### config.mk
export PLATFORM = sky130hd
export DESIGN_NAME = tile_ram_arbiter_flat
export DESIGN_NICKNAME = d
export VERILOG_FILES = /design/src/rtl/tile_ram_arbiter_pkg.sv /design/src/rtl/tile_ram_arbiter_if.sv /design/src/rtl/tile_ram_arbiter_rr_arbiter.sv /design/src/rtl/tile_ram_arbiter.sv /design/src/flat_wrapper.sv
export SDC_FILE = /design/constraint.sdc
export NUM_CORES = 1
export LEC_CHECK = 0
export ABC_AREA = 1
export BUFFER_PORTS_ARGS = -buffer_cell sky130_fd_sc_hd__clkbuf_2
export CAP_MARGIN = 20
export CELL_PAD_IN_SITES_DETAIL_PLACEMENT = 0
export CELL_PAD_IN_SITES_GLOBAL_PLACEMENT = 2
export CORE_MARGIN = 3
export CORE_UTILIZATION = 20
export DETAILED_ROUTE_END_ITERATION = 7
export PLACE_DENSITY = 0.91
export SETUP_SLACK_MARGIN = 0.3
export SLEW_MARGIN = 20
export SYNTH_ARGS = -nofsm -noshare
export SYNTH_HDL_FRONTEND = slang
export SYNTH_SLANG_ARGS = --single-unit
### constraint.sdc
create_clock -name clk -period 6.9 [get_ports clk]
set_clock_uncertainty 0.2 [all_clocks]
set_input_delay 1.725 -clock clk [delete_from_list [all_inputs] [get_ports clk]]
set_output_delay 1.725 -clock clk [all_outputs]
set_load 0.01 [all_outputs]
### src/rtl/tile_ram_arbiter_pkg.sv
// Shared tile-map constants, tile address helper and response pipeline type
// for the tile RAM arbiter.
package tile_ram_arbiter_pkg;

  localparam int TILE_SIZE     = 20;
  localparam int COLS          = 32;
  localparam int ROWS          = 24;
  localparam int N_TILES       = COLS * ROWS;
  localparam int TILE_WALL_BIT = 0;
  localparam int TILE_BEAN_BIT = 1;

  // Off-map tiles read back as solid wall so movers never walk off the board.
  localparam logic [1:0] TILE_OOB = 2'b01;

  typedef struct packed {
    logic is_read;
    logic oob;
  } pend_t;

  function automatic logic [9:0] tile_addr(input logic [9:0] x, input logic [8:0] y);
    return 10'(COLS * (int'(y) / TILE_SIZE) + int'(x) / TILE_SIZE);
  endfunction

endpackage

### src/rtl/tile_ram_arbiter_if.sv
// Requester-side bus of the tile RAM arbiter: request/grant/response handshake.
interface tile_ram_arbiter_if #(
  parameter int N_REQ  = 4,
  parameter int ADDR_W = 10,
  parameter int DATA_W = 2
);
  logic [N_REQ-1:0]        req;
  logic [N_REQ-1:0]        req_we;
  logic [N_REQ*ADDR_W-1:0] req_addr;
  logic [N_REQ*DATA_W-1:0] req_wdata;
  logic [N_REQ-1:0]        gnt;
  logic [N_REQ-1:0]        rsp_valid;
  logic [DATA_W-1:0]       rsp_data;

  modport master (output req, req_we, req_addr, req_wdata,
                  input  gnt, rsp_valid, rsp_data);
  modport slave  (input  req, req_we, req_addr, req_wdata,
                  output gnt, rsp_valid, rsp_data);
endinterface

### src/rtl/tile_ram_arbiter_rr_arbiter.sv
// Combinational N-way round-robin pick: first request at or after i_ptr, wrapping.
module rr_arbiter #(
  parameter int N     = 4,
  parameter int PTR_W = (N > 1) ? $clog2(N) : 1
) (
  input  logic [N-1:0]     i_req,
  input  logic [PTR_W-1:0] i_ptr,
  output logic [N-1:0]     o_gnt,
  output logic [PTR_W-1:0] o_idx,
  output logic             o_any
);

  always_comb begin
    o_gnt = '0;
    o_idx = '0;
    o_any = 1'b0;
    for (int k = 0; k < N; k++) begin
      if (!o_any && i_req[(int'(i_ptr) + k) % N]) begin
        o_any = 1'b1;
        o_idx = PTR_W'((int'(i_ptr) + k) % N);
        o_gnt[(int'(i_ptr) + k) % N] = 1'b1;
      end
    end
  end

endmodule

### src/rtl/tile_ram_arbiter.sv
// Single-port tile RAM arbiter: round-robin grant, RAM drive, 1-cycle response routing.
// Optional build macro PLAYER_PRIORITY_EN gives requester 0 absolute priority.
module tile_ram_arbiter
  import tile_ram_arbiter_pkg::*;
#(
  parameter int N_REQ  = 4,
  parameter int COLS   = 32,
  parameter int ROWS   = 24,
  parameter int ADDR_W = 10,
  parameter int DATA_W = 2
) (
  input  logic              clk,
  input  logic              reset,
  tile_ram_arbiter_if.slave bus,
  output logic              o_ram_en,
  output logic              o_ram_we,
  output logic [ADDR_W-1:0] o_ram_addr,
  output logic [DATA_W-1:0] o_ram_wdata,
  input  logic [DATA_W-1:0] i_ram_rdata
);

  localparam int PTR_W   = (N_REQ > 1) ? $clog2(N_REQ) : 1;
  localparam int TILES_L = COLS * ROWS;

  logic [PTR_W-1:0] r_rr_ptr;
  logic             r_vld;
  logic [PTR_W-1:0] r_id;
  pend_t            r_pend;

  logic [N_REQ-1:0]  w_arb_req, w_rr_gnt, w_gnt_raw;
  logic [PTR_W-1:0]  w_rr_idx, w_idx, w_ptr_nxt;
  logic              w_rr_any, w_any_raw, w_any, w_adv, w_oob;
  logic [ADDR_W-1:0] w_addr;

  rr_arbiter #(.N(N_REQ), .PTR_W(PTR_W)) u_rr (
    .i_req (w_arb_req),
    .i_ptr (r_rr_ptr),
    .o_gnt (w_rr_gnt),
    .o_idx (w_rr_idx),
    .o_any (w_rr_any)
  );

`ifdef PLAYER_PRIORITY_EN
  // Player bypasses the ring; ghosts rotate among themselves untouched by player wins.
  assign w_arb_req = bus.req & {{(N_REQ-1){1'b1}}, 1'b0};
  always_comb begin
    w_gnt_raw = w_rr_gnt;
    w_idx     = w_rr_idx;
    w_any_raw = w_rr_any;
    w_adv     = w_rr_any;
    if (bus.req[0]) begin
      w_gnt_raw = {{(N_REQ-1){1'b0}}, 1'b1};
      w_idx     = '0;
      w_any_raw = 1'b1;
      w_adv     = 1'b0;
    end
  end
`else
  assign w_arb_req = bus.req;
  assign w_gnt_raw = w_rr_gnt;
  assign w_idx     = w_rr_idx;
  assign w_any_raw = w_rr_any;
  assign w_adv     = w_rr_any;
`endif

  // Grants are masked while reset is held so nothing reaches the RAM.
  assign bus.gnt = reset ? w_gnt_raw : '0;
  assign w_any   = reset & w_any_raw;

  assign w_addr      = bus.req_addr[w_idx*ADDR_W +: ADDR_W];
  assign w_oob       = int'(w_addr) >= TILES_L;
  assign o_ram_en    = w_any & ~w_oob;
  assign o_ram_we    = o_ram_en & bus.req_we[w_idx];
  assign o_ram_addr  = w_addr;
  assign o_ram_wdata = bus.req_wdata[w_idx*DATA_W +: DATA_W];
  assign w_ptr_nxt   = (w_idx == PTR_W'(N_REQ-1)) ? '0 : w_idx + 1'b1;

  always_ff @(posedge clk or negedge reset) begin
    if (!reset) begin
      r_rr_ptr <= '0;
      r_vld    <= 1'b0;
      r_id     <= '0;
      r_pend   <= '0;
    end else begin
      r_vld          <= w_any;
      r_id           <= w_idx;
      r_pend.is_read <= ~bus.req_we[w_idx];
      r_pend.oob     <= w_oob;
      if (w_adv) r_rr_ptr <= w_ptr_nxt;
    end
  end

  always_comb begin
    bus.rsp_valid = '0;
    bus.rsp_data  = '0;
    if (r_vld) begin
      bus.rsp_valid[r_id] = 1'b1;
      if (r_pend.is_read) bus.rsp_data = r_pend.oob ? DATA_W'(TILE_OOB) : i_ram_rdata;
    end
  end

endmodule

### src/flat_wrapper.sv
// flat-port wrapper written by rule: the top's interface ports become plain ports
module tile_ram_arbiter_flat import tile_ram_arbiter_pkg::*;
#(
  parameter int N_REQ  = 4,
  parameter int COLS   = 32,
  parameter int ROWS   = 24,
  parameter int ADDR_W = 10,
  parameter int DATA_W = 2
)
  (clk, reset, o_ram_en, o_ram_we, o_ram_addr, o_ram_wdata, i_ram_rdata, bus_req, bus_req_we, bus_req_addr, bus_req_wdata, bus_gnt, bus_rsp_valid, bus_rsp_data);
  tile_ram_arbiter_if #(.N_REQ(N_REQ), .ADDR_W(ADDR_W), .DATA_W(DATA_W)) bus_i ();
  input  logic clk;
  input  logic reset;
  output logic o_ram_en;
  output logic o_ram_we;
  output logic [ADDR_W-1:0] o_ram_addr;
  output logic [DATA_W-1:0] o_ram_wdata;
  input  logic [DATA_W-1:0] i_ram_rdata;
  input wire logic [$bits(bus_i.req)-1:0] bus_req;
  input wire logic [$bits(bus_i.req_we)-1:0] bus_req_we;
  input wire logic [$bits(bus_i.req_addr)-1:0] bus_req_addr;
  input wire logic [$bits(bus_i.req_wdata)-1:0] bus_req_wdata;
  output wire logic [$bits(bus_i.gnt)-1:0] bus_gnt;
  output wire logic [$bits(bus_i.rsp_valid)-1:0] bus_rsp_valid;
  output wire logic [$bits(bus_i.rsp_data)-1:0] bus_rsp_data;
  assign bus_i.req = bus_req;
  assign bus_i.req_we = bus_req_we;
  assign bus_i.req_addr = bus_req_addr;
  assign bus_i.req_wdata = bus_req_wdata;
  assign bus_gnt = bus_i.gnt;
  assign bus_rsp_valid = bus_i.rsp_valid;
  assign bus_rsp_data = bus_i.rsp_data;
  tile_ram_arbiter #(.N_REQ(N_REQ), .COLS(COLS), .ROWS(ROWS), .ADDR_W(ADDR_W), .DATA_W(DATA_W)) u_core (.clk(clk), .reset(reset), .bus(bus_i), .o_ram_en(o_ram_en), .o_ram_we(o_ram_we), .o_ram_addr(o_ram_addr), .o_ram_wdata(o_ram_wdata), .i_ram_rdata(i_ram_rdata));
endmodule
-- Yosys cells after proc, flatten, opt, wreduce, memory -nomap -nowiden
Cells that the tools add are included.
- equal/unequal tests: 1
- $mul: 1
- bitwise operators: 11
- reductions and logical operators: 14
- order comparisons: 12
- $add $sub $neg: 4
- muxes and demuxes: 41
- shift operators: 2
- operators by type and width (kind ; count):
    variable part select 40 x 7 -> 10 bit ; 1
    two-way mux 4 bit ; 6
    two-way mux 1 bit ; 17
    two-way mux 2 bit ; 8
    < comparator 3 x 4 -> 1 bit (second input constant) ; 3
    OR 4 bit ; 3
    binary-select mux 1 bit (select 2 bit) ; 5
    demux 1 bit (select 2 bit) ; 5
    greater-or-equal comparator 10 bit (second input constant) ; 1
    greater-or-equal comparator 3 x 1 -> 1 bit (second input constant) ; 3
    < comparator 2 x 3 -> 1 bit (second input constant) ; 3
    logical AND 1 bit ; 8
    variable part select 8 x 4 -> 2 bit ; 1
    OR reduction 2 bit ; 3
    multiplier 2 x 3 -> 5 bit (second input constant) ; 1
    adder 2 x 1 -> 2 bit (second input constant) ; 2
    adder 2 bit (second input constant) ; 2
    greater-or-equal comparator 2 x 1 -> 1 bit (second input constant) ; 2
    bitwise AND 1 bit ; 3
    bitwise AND 1 bit (first input constant) ; 3
    zero test 1 bit ; 3
    equality test 2 bit (second input constant) ; 1
    NOT 1 bit ; 2
- output and inout bits: 24
- flip-flop bits (word level): 7
- logic and storage cells: 91
- bits of input ports: 60

-- Longest topological paths before layout
Gate-level depths: netlist of the first run.
- depth after elaboration: 20
- depth in mapped cells: 16
- gate-level depth less buffers: 16

-- Modules after synthesis
Synthesis of the first run repeated with hierarchy kept, for this count alone.
- cells, all modules: 198
- area total of the unflattened synthesis: 1169.9 um^2
- modules (own cells, without submodules) (module ; cells each ; area an instance (um^2) ; instances ; sequential area each (um^2)):
    tile_ram_arbiter ; 124 ; 729.4 ; 1 ; 175.2
    rr_arbiter ; 74 ; 440.4 ; 1 ; 0.0

-- Worst setup path before layout of the first run
No wires, ideal clock.
- kind: input to output
- start point: input port bus_req[3]
- end point: output port o_ram_we
- buffers on the path: 0
- data required time: 4.975 ns
- slack: 1.982 ns
- arrival: 2.993 ns
- stages on the path: 15
- path through: inv_1 -> nand2_1 -> nand3_1 -> nand2_4 -> inv_6 -> nand3_4 -> nor2_4 -> nand2_1 -> o21ai_2 -> inv_2 -> nand3_1 -> nand2_1 -> nand2_2 -> nand2_2 -> nor2_2
- longest elaborated chain between the ends: 18
- ends and longest elaborated chain (element ; line ; RTL):
    start: declaration ; flat_wrapper.sv:19 ; input wire logic [$bits(bus_i.req)-1:0] bus_req;
    binary-select mux 1 bit (select 2 bit) ; tile_ram_arbiter_rr_arbiter.sv:18 ; if (!o_any && i_req[(int'(i_ptr) + k) % N]) begin
    two-way mux 1 bit (not written as such) ; tile_ram_arbiter_rr_arbiter.sv:18 ;
    two-way mux 1 bit ; tile_ram_arbiter_rr_arbiter.sv:18 ;
    zero test 1 bit ; tile_ram_arbiter_rr_arbiter.sv:18 ;
    logical AND 1 bit ; tile_ram_arbiter_rr_arbiter.sv:18 ;
    two-way mux 1 bit ; tile_ram_arbiter_rr_arbiter.sv:18 ;
    zero test 1 bit ; tile_ram_arbiter_rr_arbiter.sv:18 ;
    logical AND 1 bit ; tile_ram_arbiter_rr_arbiter.sv:18 ;
    [... 3 more ...] ; n/a ;
    two-way mux 2 bit * ; tile_ram_arbiter_rr_arbiter.sv:18 ;
    multiplier 2 x 3 -> 5 bit * ; tile_ram_arbiter.sv:70 ; assign w_addr = bus.req_addr[w_idx*ADDR_W +: ADDR_W];
    variable part select 40 x 7 -> 10 bit * ; tile_ram_arbiter.sv:70 ;
    net o_ram_addr[9] ; flat_wrapper.sv:16 ; output logic [ADDR_W-1:0] o_ram_addr;
    greater-or-equal comparator 10 bit * ; tile_ram_arbiter.sv:71 ; assign w_oob = int'(w_addr) >= TILES_L;
    NOT 1 bit * ; tile_ram_arbiter.sv:72 ; assign o_ram_en = w_any & ~w_oob;
    bitwise AND 1 bit * ; tile_ram_arbiter.sv:72 ;
    bitwise AND 1 bit * ; tile_ram_arbiter.sv:73 ; assign o_ram_we = o_ram_en & bus.req_we[w_idx];
    end: declaration ; flat_wrapper.sv:15 ; output logic o_ram_we;
Mark *: on every way through the listed nets, which the timed path passes. The rest lies on a longest branch. The select of a mux whose other input is x is not followed.

-- Final worst setup path of the first run
- start point: input port bus_req[3]
- end point: output port o_ram_we
- longest elaborated chain between the ends: 18
- ends and longest elaborated chain (element ; line):
    binary-select mux 1 bit (select 2 bit) ; tile_ram_arbiter_rr_arbiter.sv:18
    two-way mux 1 bit (not written as such) ; tile_ram_arbiter_rr_arbiter.sv:18
    two-way mux 1 bit ; tile_ram_arbiter_rr_arbiter.sv:18
    zero test 1 bit ; tile_ram_arbiter_rr_arbiter.sv:18
    logical AND 1 bit ; tile_ram_arbiter_rr_arbiter.sv:18
    two-way mux 1 bit ; tile_ram_arbiter_rr_arbiter.sv:18
    zero test 1 bit ; tile_ram_arbiter_rr_arbiter.sv:18
    logical AND 1 bit ; tile_ram_arbiter_rr_arbiter.sv:18
    [... 2 more ...] ; n/a
    logical AND 1 bit ; tile_ram_arbiter_rr_arbiter.sv:18
    two-way mux 2 bit ; tile_ram_arbiter_rr_arbiter.sv:18
    multiplier 2 x 3 -> 5 bit ; tile_ram_arbiter.sv:70
    variable part select 40 x 7 -> 10 bit ; tile_ram_arbiter.sv:70
    greater-or-equal comparator 10 bit ; tile_ram_arbiter.sv:71
    NOT 1 bit ; tile_ram_arbiter.sv:72
    bitwise AND 1 bit ; tile_ram_arbiter.sv:72
    bitwise AND 1 bit * ; tile_ram_arbiter.sv:73
Mark *: on every way between the ends. The rest lies on a longest branch, timed or not. The select of a mux whose other input is x is not followed.

==> impl_metrics.env, run 1 <==
export IMPL_relSlewSlack=0.547
export IMPL_ys_async_sr_fraction=1.00
export IMPL_synth_edf_count=0
export IMPL_io_pins=84
export IMPL_path_class="in -> out"
export IMPL_num_vias=1550
export IMPL_area_growth_pct=42.5
export IMPL_place_detailed_hpwl_um=3180
export IMPL_rr_endpoint="u_core.r_pend[0]$_DFF_PN0_"
export IMPL_rsz0062_at_grt="false"
export IMPL_clk_latency_ns=0.22
export IMPL_yosysMostFrequentCell="nand2_1"
export IMPL_nFillCells=635
export IMPL_drv_cap=0
export IMPL_max_stage_delay_ns=0.56
export IMPL_required_ns=4.97
export IMPL_drive_gt1_frac=0.378
export IMPL_synth_cells=202
export IMPL_post_cts_setup_buffers=0
export IMPL_hold_start="u_core.r_rr_ptr[0]$_DFFE_PN0N_"
export IMPL_cts_root_buf="clkbuf_8"
export IMPL_cts_sinks=7
export IMPL_cts_tree="yes"
export IMPL_critPathLaunchType="input pin"
export IMPL_syn_num_nets=270
export IMPL_fin_crit_ns=5.70
export IMPL_grt_usage=0.107
export IMPL_fin_tns_setup_ns=0
export IMPL_die_area_mm2=0.00694
export IMPL_ant_nets=0
export IMPL_nets=352
export IMPL_wirelength_um=3830
export IMPL_grt_pass1_vias=1532
export IMPL_synth_seq_area_share=0.146
export IMPL_final_max_slew_viol_count=0
export IMPL_dr_pass1_iters=4
export IMPL_drtIter0Drc=52
export IMPL_die_h_um=83.3
export IMPL_cts_resized=0
export IMPL_synth_seq_cells=7
export IMPL_place_congestion=0.765
export IMPL_drt_vias_per_instance=4.37
export IMPL_drc=0
export IMPL_yosysWarnings=0
export IMPL_wl_per_cell_um=10.8
export IMPL_post_route_period_util=0.826
export IMPL_critPathLaunch="bus_req[3]"
export IMPL_syn_area_mm2=0.00120
export IMPL_timing_rr_start="u_core.r_rr_ptr[0]$_DFFE_PN0N_"
export IMPL_syn_avg_cell_area_um2=5.92
export IMPL_ys_types=28
export IMPL_ctsHtreeMaxLevel=1
export IMPL_design_core_area_mm2=0.00564
export IMPL_end_kind="output port"
export IMPL_clkTransAtPathRegs_ns=0.04
export IMPL_r2r_setup_slack_ns=3.80
export IMPL_ys_top_cells_by_count="nand2_1 (35), inv_1 (30), nor2_1 (26)"
export IMPL_hold_buffers=0
export IMPL_path_max_fanout=15
export IMPL_antennaDiodeCount=0
export IMPL_fmax_ghz=0.175
export IMPL_initial_utilization=0.212
export IMPL_ys_flop_type="dfrtp_1"
export IMPL_finalSetupViolCount=0
export IMPL_worstPathCellList="clkbuf_2 -> inv_1 -> nand2_1 -> nand3_1 -> nand2_4 -> inv_6 -> nand3_1 -> nand2_1 -> o21ai_2 -> inv_2 -> nand3_1 -> nand2_2 -> nand2_2 -> nand2_2 -> nor2_2 -> clkbuf_2"
export IMPL_cpMaxStageDelayCell="o21ai_2"
export IMPL_hp_class="reg -> reg"
export IMPL_antenna_found_initial=0
export IMPL_r2r_cells=13
export IMPL_worstMarginPinSlew_ns=0.679
export IMPL_synth_largest_area_cell="dfrtp_1"
export IMPL_io_buffers=83
export IMPL_hold_depth=2
export IMPL_cp_endpoint="o_ram_we"
export IMPL_status="finished, final reports clean"
export IMPL_grt_pass1_wl_um=6490
export IMPL_grt_ovfl_total=0
export IMPL_synth_area_leaders="dfrtp_1 (15%), nand2_1 (11%), inv_1 (9.4%)"
export IMPL_cts_buffers_inserted=3
export IMPL_hold_violations=0
export IMPL_cp_arrival_ns=3.78
export IMPL_cts_buffer_depth=2
export IMPL_synth_top_area_share=0.146
export IMPL_die_w_um=83.3
export IMPL_grt_max_degree=29
export IMPL_fp_row_count=27
[metrics by stage]
step	worst slack [ns]	util	cell area [µm²]	std cells	hold WS (ns)
finish	1.20	0.302	1700	355	0.569
global route	0.895	0.302	1700	355	0.636
CTS	1.18	0.302	1700	355	0.577
detailed placement	1.18	0.294	1660	351	0.570
global placement	1.26	0.294	1660	351	0.563
floorplan	1.98	-	1200	202	0.476
[logic make-up after synthesis]
kind of cell	Yosys count	share of synthesized area
and+or+nand+nor	100	0.402
buffers and inverters	41	0.152
DFF	7	0.146
adders and majority gates	8	0.0837
AOI/OAI and AO/OA	46	0.217
[state kept, by name, summed over array words and instances, names as in the netlist]
signal and flops:
u_core.r_id 2, u_core.r_pend 2, u_core.r_rr_ptr 2, u_core.r_vld 1
[cell usage in the layout, fill, tap and decap left out, types with 7 or more instances in the layout]
cell / count
clkbuf_2: 83
dfrtp_1: 7
ha_1: 8
inv_1: 30
nand2_1: 35
nand2_2: 8
nand3_1: 19
nor2_1: 26
o21ai_0: 13
o21ai_1: 12
o22ai_1: 12
[final cells by class]
| class | instances | area (µm²) | area share |
|---|---|---|---|
| sequential | 7 | 175 | 0.103 |
| multi-input combinational | 154 | 840 | 0.493 |
| inverter | 35 | 139 | 0.0815 |
| tap | 72 | 90.1 | 0.0529 |
| clock buffer | 4 | 45.0 | 0.0264 |
| timing repair buffer | 83 | 415 | 0.244 |
[critical path, delay by kind of cell]
kind                   cells  cell delay (ns)
and+or+nand+nor           10             0.89
buffers and inverters      5             0.60
AOI/OAI and AO/OA          1             0.56
[routing by layer]
metal	GRT usage	wire length, µm	vias up
met3	0.0317	306	2
met4	0.00743	8	0
met1	0.129	1590	672
met5	0	0	-
met2	0.195	1920	55
li1	-	-	821
[worst min-delay path by stage]
stage	slack [ns]	end
floorplan	0.48	u_core.r_rr_ptr[0]$_DFFE_PN0N_
global placement	0.56	u_core.r_rr_ptr[0]$_DFFE_PN0N_
detailed placement	0.57	u_core.r_rr_ptr[0]$_DFFE_PN0N_
CTS	0.58	u_core.r_rr_ptr[0]$_DFFE_PN0N_
global route	0.64	u_core.r_rr_ptr[0]$_DFFE_PN0N_
finish	0.57	u_core.r_rr_ptr[0]$_DFFE_PN0N_
Power of run 1 is left out: the tool's default activity adds up to more than one toggle a clock period on the data nets, which glitch-free logic cannot reach.
==> run 2, diff against run 1 <==
CORE_UTILIZATION = 19   (was 20)
PLACE_DENSITY = 0.87   (was 0.91)
clock period = 5.8 ns   (was 6.9 ns; I/O delays follow)
==> run 2 against run 1 <==
  * Register-to-register slack got worse by 1.1 ns
  * First-iteration DRC count did not move
  * Core utilization fell by 1.9 points
  * Sequential share of layout area barely moved
  * Clock-buffer cell count did not move
  * Global-route usage fell by 0.62 points
  * Critical path depth fell by 2
  * Die area rose by 4.9%
  * Worst hold slack got worse by 0.0017 ns
  * Highest routed layer unchanged
==> impl_metrics.env, run 2 (same netlist as run 1, synthesis figures left out) <==
export IMPL_final_max_slew_viol_count=0
export IMPL_clk_latency_ns=0.22
export IMPL_antenna_found_initial=0
export IMPL_end_kind="output port"
export IMPL_rsz0062_at_grt="false"
export IMPL_ant_nets=0
export IMPL_path_class="in -> out"
export IMPL_io_pins=84
export IMPL_grt_pass1_vias=1437
export IMPL_clkTransAtPathRegs_ns=0.04
export IMPL_grt_usage=0.101
export IMPL_antennaDiodeCount=0
export IMPL_initial_utilization=0.199
export IMPL_die_h_um=85.3
export IMPL_grt_pass1_wl_um=6200
export IMPL_hp_class="reg -> reg"
export IMPL_post_route_period_util=0.880
export IMPL_status="finished, final reports clean"
export IMPL_top_regs="u_core.r_id x2, u_core.r_pend x2, u_core.r_rr_ptr x2"
export IMPL_critPathLaunchType="input pin"
export IMPL_fp_row_count=28
export IMPL_cts_tree="yes"
export IMPL_drtIter0Drc=52
export IMPL_final_cell_mix="clkbuf_2 (83), nand2_1 (35), inv_1 (30)"
export IMPL_place_congestion=0.714
export IMPL_grt_max_degree=29
export IMPL_cpMaxStageDelayCell="o21ai_2"
export IMPL_cts_buffers_inserted=3
export IMPL_cts_sinks=7
export IMPL_hold_ws_ns=0.568
export IMPL_path_common_cell="nand2_2"
export IMPL_dr_pass1_iters=5
export IMPL_fmax_ghz=0.196
export IMPL_die_area_mm2=0.00728
export IMPL_area_growth_pct=42.8
export IMPL_cp_arrival_ns=3.45
export IMPL_path_max_fanout=15
export IMPL_grt_ovfl_total=0
export IMPL_place_detailed_hpwl_um=3090
export IMPL_io_buffers=83
export IMPL_final_common_cell="clkbuf_2"
export IMPL_ctsHtreeMaxLevel=1
export IMPL_cts_buffer_depth=2
export IMPL_die_w_um=85.3
export IMPL_cts_root_buf="clkbuf_8"
export IMPL_wirelength_um=3770
export IMPL_finalSetupViolCount=0
export IMPL_drt_vias_per_instance=4.36
export IMPL_hold_violations=0
export IMPL_worstMarginPinSlew_ns=0.628
export IMPL_max_stage_delay_ns=0.52
export IMPL_post_cts_setup_buffers=0
export IMPL_wl_per_cell_um=10.5
export IMPL_drive_gt1_frac=0.378
export IMPL_fin_tns_setup_ns=0
export IMPL_drc=0
export IMPL_setup_slack_ns=0.696
export IMPL_worstPathCellList="clkbuf_2 -> inv_1 -> nand2_1 -> nand3_1 -> a21boi_0 -> nand2_1 -> o21ai_2 -> inv_2 -> nand3_1 -> nand2_2 -> nand2_2 -> nand2_2 -> nor2_2 -> clkbuf_2"
export IMPL_post_place_ws_ns=0.663
export IMPL_cts_resized=0
export IMPL_design_core_area_mm2=0.00603
export IMPL_num_vias=1562
export IMPL_nets=352
export IMPL_hold_buffers=0
export IMPL_drv_cap=0
export IMPL_fin_crit_ns=5.10
export IMPL_relSlewSlack=0.582
export IMPL_required_ns=4.15
==> run 2: cell counts in the layout (fill, tap and decap cells not counted) <==
No cell type changed its count.
==> run 2: layout make-up <==
| class | instances | area [µm²] |
|---|---|---|
| Timing Repair Buffer | 83 | 415 |
| Clock buffer | 4 | 45.0 |
| Multi-Input combinational cell | 154 | 840 |
| Sequential cell | 7 | 175 |
| Fill cell | 697 | 4320 |
| Tap cell | 75 | 93.8 |
| Inverter | 35 | 139 |
==> run 2: worst max-delay path, delay by kind of cell <==
family | cells | cell delay [ns]
and+or+nand+nor | 8 | 0.73
AOI/OAI and AO/OA | 2 | 0.73
buffers and inverters | 4 | 0.55
==> run 2: path summary, 6_finish.rpt <==
path / startpoint / end / slack (ns) / cells after the start
max in group asynchronous: reset / u_core.r_pend[1]$_DFF_PN0_ / 4.31 / 1
worst min-delay path: u_core.r_rr_ptr[0]$_DFFE_PN0N_ / u_core.r_rr_ptr[0]$_DFFE_PN0N_ / 0.57 / 2
min in group asynchronous: reset / u_core.r_rr_ptr[0]$_DFFE_PN0N_ / 0.89 / 1
worst max register to register: u_core.r_rr_ptr[0]$_DFFE_PN0N_ / u_core.r_pend[0]$_DFF_PN0_ / 2.70 / 13
worst min register to register: u_core.r_rr_ptr[0]$_DFFE_PN0N_ / u_core.r_rr_ptr[0]$_DFFE_PN0N_ / 0.57 / 2
worst max-delay path: bus_req[3] / o_ram_we / 0.70 / 14
==> run 2: per-layer routing <==
layer  up-vias  routed length, µm  track usage
li1        821                  -            -
met1       663               1680        0.135
met2        76               1780        0.167
met3         2                292       0.0136
met4         0                 23       0.0302
met5         -                  0            0
==> run 2: stage by stage <==
step                cells  cell area, µm²   util
floorplan             202            1200      -
global placement      354            1660  0.276
detailed placement    354            1660  0.276
CTS                   358            1710  0.283
global route          358            1710  0.283
finish                358            1710  0.283
Power of run 2 is left out for the same reason.
